==> src/rtl/vinstr_eb_multi_slot.sv <==
// Multi-slot elastic buffer between scalar issue and the vector decoder.
// In-order valid/ready queue with optional fall-through, flush and stats.
module vinstr_eb_multi_slot #(
  parameter int DATA_W      = 96,
  parameter int DEPTH       = 4,
  parameter int FALLTHROUGH = 0,
  parameter int CNT_W       = $clog2(DEPTH + 1)
) (
  input  logic              clk,
  input  logic              rst_n,
  input  logic              flush_i,
  input  logic              valid_in,
  output logic              ready_out,
  input  logic [DATA_W-1:0] data_in,
  output logic              valid_out,
  input  logic              ready_in,
  output logic [DATA_W-1:0] data_out,
  output logic [CNT_W-1:0]  count_o,
  output logic              full_o,
  output logic              empty_o,
  output logic [CNT_W-1:0]  max_count_o
);

  localparam int AW = $clog2(DEPTH);
  localparam logic [CNT_W-1:0] DEPTH_C = CNT_W'(DEPTH);
  localparam logic FT = (FALLTHROUGH != 0);

  logic [DATA_W-1:0] mem_q [DEPTH];
  logic [AW-1:0]     wr_ptr_q, wr_ptr_d;
  logic [AW-1:0]     rd_ptr_q, rd_ptr_d;
  logic [CNT_W-1:0]  count_q, count_d;
  logic [CNT_W-1:0]  max_q, max_d;
  logic              live, full, empty;
  logic              push, pop, wr_en, rd_en;

  assign live  = rst_n & ~flush_i;
  assign full  = (count_q == DEPTH_C);
  assign empty = (count_q == '0);

  assign ready_out = live & ~full;
  assign valid_out = live & (~empty | (FT & valid_in));
  assign data_out  = (FT && empty) ? data_in : mem_q[rd_ptr_q];

  assign push = valid_in & ready_out;
  assign pop  = valid_out & ready_in;

  // An empty-buffer pop can only be a bypass word, which is never stored.
  assign wr_en = push & ~(empty & pop);
  assign rd_en = pop & ~empty;

  assign count_o     = count_q;
  assign full_o      = full;
  assign empty_o     = empty;
  assign max_count_o = max_q;

  // Next pointers, occupancy and watermark.
  always_comb begin
    wr_ptr_d = wr_ptr_q + AW'(wr_en);
    rd_ptr_d = rd_ptr_q + AW'(rd_en);
    count_d  = count_q;
    if (wr_en && !rd_en) begin
      count_d = count_q + CNT_W'(1);
    end else if (!wr_en && rd_en) begin
      count_d = count_q - CNT_W'(1);
    end
    max_d = (count_d > max_q) ? count_d : max_q;
  end

  // Control state: reset beats flush, flush keeps the watermark.
  always_ff @(posedge clk) begin
    if (!rst_n) begin
      wr_ptr_q <= '0;
      rd_ptr_q <= '0;
      count_q  <= '0;
      max_q    <= '0;
    end else if (flush_i) begin
      wr_ptr_q <= '0;
      rd_ptr_q <= '0;
      count_q  <= '0;
    end else begin
      wr_ptr_q <= wr_ptr_d;
      rd_ptr_q <= rd_ptr_d;
      count_q  <= count_d;
      max_q    <= max_d;
    end
  end

  // Payload storage, deliberately not reset.
  always_ff @(posedge clk) begin
    if (wr_en) begin
      mem_q[wr_ptr_q] <= data_in;
    end
  end

endmodule
==> config.mk <==
export PLATFORM = sky130hd
export DESIGN_NAME = vinstr_eb_multi_slot
export DESIGN_NICKNAME = d
export VERILOG_FILES = /design/src/rtl/vinstr_eb_multi_slot.sv
export SDC_FILE = /design/constraint.sdc
export NUM_CORES = 1
export LEC_CHECK = 0
export CAP_MARGIN = 20
export CELL_PAD_IN_SITES_DETAIL_PLACEMENT = 1
export CELL_PAD_IN_SITES_GLOBAL_PLACEMENT = 2
export CORE_ASPECT_RATIO = 1.75
export CORE_MARGIN = 2
export CORE_UTILIZATION = 46
export DETAILED_ROUTE_END_ITERATION = 10
export PLACE_DENSITY = 0.89
export SYNTH_ARGS = -nofsm -noshare
export SYNTH_HDL_FRONTEND = slang
export SYNTH_SLANG_ARGS = --single-unit
==> constraint.sdc <==
create_clock -name clk -period 15.8 [get_ports clk]
set_input_delay 3.16 -clock clk [delete_from_list [all_inputs] [get_ports clk]]
set_output_delay 3.16 -clock clk [all_outputs]
set_load 0.02 [all_outputs]
==> key figures <==
Synthesis
  • Sequential fraction of the synthesis area: 0.813
  • Mapped Nets: 682
  • Synth cell types: 32
  • Share of the synthesized area in the top cell type: 0.799
  • Yosys top cell by area: edfxtp_1
  • Synth Warn #: 0
  • Avg Cell Area, Syn: around 25 um2
  • Largest cells by area after synthesis: edfxtp_1 80%, mux4_2 15%, dfxtp_1 1.4%
  • Mapped Cells: ~570
  • Synth Register Bits: slightly below 400
  • Mapped Area: roughly 14000 um2

Clocking
  • CTS max path bufs: 3
  • Clock Sinks: around 390
  • Clk_lat worst skew: 0.53 ns
  • Clock transition at path regs: 0.06 ns
  • Hold-fix buffers at CTS: 0
  • Htree depth: 2
  • CTS tree: yes
  • CTS buffer count: 36
  • Post-CTS Resized: 0
  • Postcts setup bufs: 0
  • Clk root buf: clkbuf_16

STA
  • Slew HR: 0.434
  • Part of the cycle the worst path needs: 0.499
  • Fmax: 127 MHz
  • Final Max Tran Viols: 0
  • RSZ-0062 raised after global routing: false
  • Final Hold Fails: 0
  • Final min period: between 7 and 8 ns
  • Final TNS setup: 0 ns
  • Skew final: approximately 0.011 ns
  • Slew @ Worst Pin: about 0.85 ns
  • Final setup viols: 0

GRT
  • Tot GR Track Use: 0.200
  • First-pass GRT wire length: approximately 48 mm
  • Total gr overflow: 0
  • Vias in the first global route: ~7600
  • Largest net degree at the start of global routing: 54
  • Initial antenna violation count: 5

Final layout
  • Commonest non-fill, non-tap cells in the layout: 384 x edfxtp_1, 206 x clkdlybuf4s50_1, 96 x mux4_2
  • Layout overhead on the synthesized area: 25.6%
  • Commonest non-fill, non-tap cell in the layout: edfxtp_1
  • Nets: ~920
  • Final core occ: 0.588
  • FILL cells: between 2000 and 3000
  • Share of cells above drive strength 1: 0.205
  • Non-filler cells, final: about 1200

Power
  • P_leak: ~5.6 nW
  • Maximum vdd drop: about 0.00012 V
  • Power Density: around 110 nW/um2

Drt
  • Total number of vias: roughly 6800
  • 1st-iter DRT viols: around 380
  • Vias/cell: 5.52
  • Drt drc: 0
  • Antenna viol nets, final: 0
  • Wire per inst: approximately 26 um
  • Final WL: 31.7 mm
  • Drt pass-1 iters: 4

Place
  • HPWL after DPL: 20.5 mm
  • Port bufs: ~210
  • Gpl congestion: around 0.74
  • Inst Count DP: 1160

Floorplanning
  • I/O Pins: about 210
  • Rows: between 80 and 90
  • Die Ht: around 240 um
  • Initial core utilization: 0.468
  • Core ar.: between 30000 and 40000 um2
  • Die width: between 100 and 150 um
  • Die ar.: 32900 um2

Flow run
  • Max cap viols: 0

Worst setup path
  • Critical path endpoint category: output pin
  • Setup Crit Path Kind: input pin to output pin
  • Kind of start point of the critical path: input pin
  • WP data required: 12.64 ns
  • CP Launch Point: flush_i
  • CP Max Fanout: 7
  • Critical path arrival: about 4.7 ns
  • Worst r2r src: count_o[0]

Worst hold path
  • Hold Startpoint: max_count_o[0]
  • Min-Delay Path Class: register to register

Run status
  • Outcome: complete, no violations
cells in the mapped netlist:
library cell / number
edfxtp_1: 384
mux4_2: 96
buf_2: 12
dfxtp_1: 10
nor2_1: 10
clkbuf_1: 9
ha_1: 8
inv_1: 8
and2_1: 4
nand2_1: 3
nor2b_1: 3
xnor2_1: 3
and3_1: 2
nor3_1: 2
o21a_1: 2
a2111oi_4: 1
a211o_1: 1
a21oi_1: 1
a22oi_2: 1
a31oi_1: 1
buf_1: 1
nand2_2: 1
nand2b_1: 1
nand2b_2: 1
nand3_1: 1
nor3b_1: 1
nor4_1: 1
o2111a_2: 1
o21ai_1: 1
o31ai_1: 1
o32ai_2: 1
xnor2_2: 1
worst paths after layout:
kind                          to  slack (ns)  cells after the start
setup / recovery       ready_out        7.92                      4
hold / removal    max_count_o[0]        0.53                      2
setup reg to reg  max_count_o[2]       12.51                     12
hold reg to reg   max_count_o[0]        0.53                      2
layout make-up:
type,count,area [um2],share of cell area
repair buffers,218,2170,0.120
clock inverters,19,150,0.00828
multi-input cells,149,2600,0.143
flip-flops and latches,394,11700,0.647
well taps,391,489,0.0270
inverters,8,30.0,0.00166
clock buffers,43,948,0.0523
diodes,3,7.51,0.000414
cells by family after synthesis:
logic type | count (synthesis) | share of synthesized area
adder cells (fa/ha/maj) | 8 | 0.00693
XOR/XNOR | 4 | 0.00295
AO/OA/AOI/OAI | 11 | 0.00806
flip-flops | 394 | 0.813
AND/OR/NAND/NOR | 30 | 0.0107
buffers and inverters | 30 | 0.00884
multiplexers | 96 | 0.150
routing by layer:
metal  routed length, um  vias to the layer above  track usage  part of all wire
li1                    -                     2913            -                 -
met1               10900                     3555        0.225              0.34
met2               17800                      221        0.362              0.56
met3                1690                       70       0.0423             0.053
met4                1230                        4       0.0807             0.039
met5                  25                        -            0           0.00079
state kept, by name (all words and copies together) (netlist names):
signal,count
count_o,3
max_count_o,3
mem_q,384
rd_ptr_q,2
wr_ptr_q,2
metrics by stage:
stage	power, mW	hold WS, ns	instance area (um2)	setup WS, ns
after floorplan	1.21	0.529	14400	4.21
after global placement	1.26	0.488	17000	7.98
after detailed placement	1.26	0.512	17000	7.93
after CTS	2.09	0.525	18100	7.92
after global routing	2.12	0.566	18100	7.85
final	2.06	0.528	18100	7.92
worst max-delay path, cell delays in order:
cell and delay [ns]:
clkdlybuf4s50_1 0.47, nand2b_2 0.28, nor2_1 0.17, clkdlybuf4s50_1 0.64
where the power goes:
part	internal, mW	switching, mW	total [mW]
clock network	0.462	0.361	0.823
registers	1.16	0.00290	1.16
logic	0.0434	0.0401	0.0835
(Power assumes the default switching activity.)
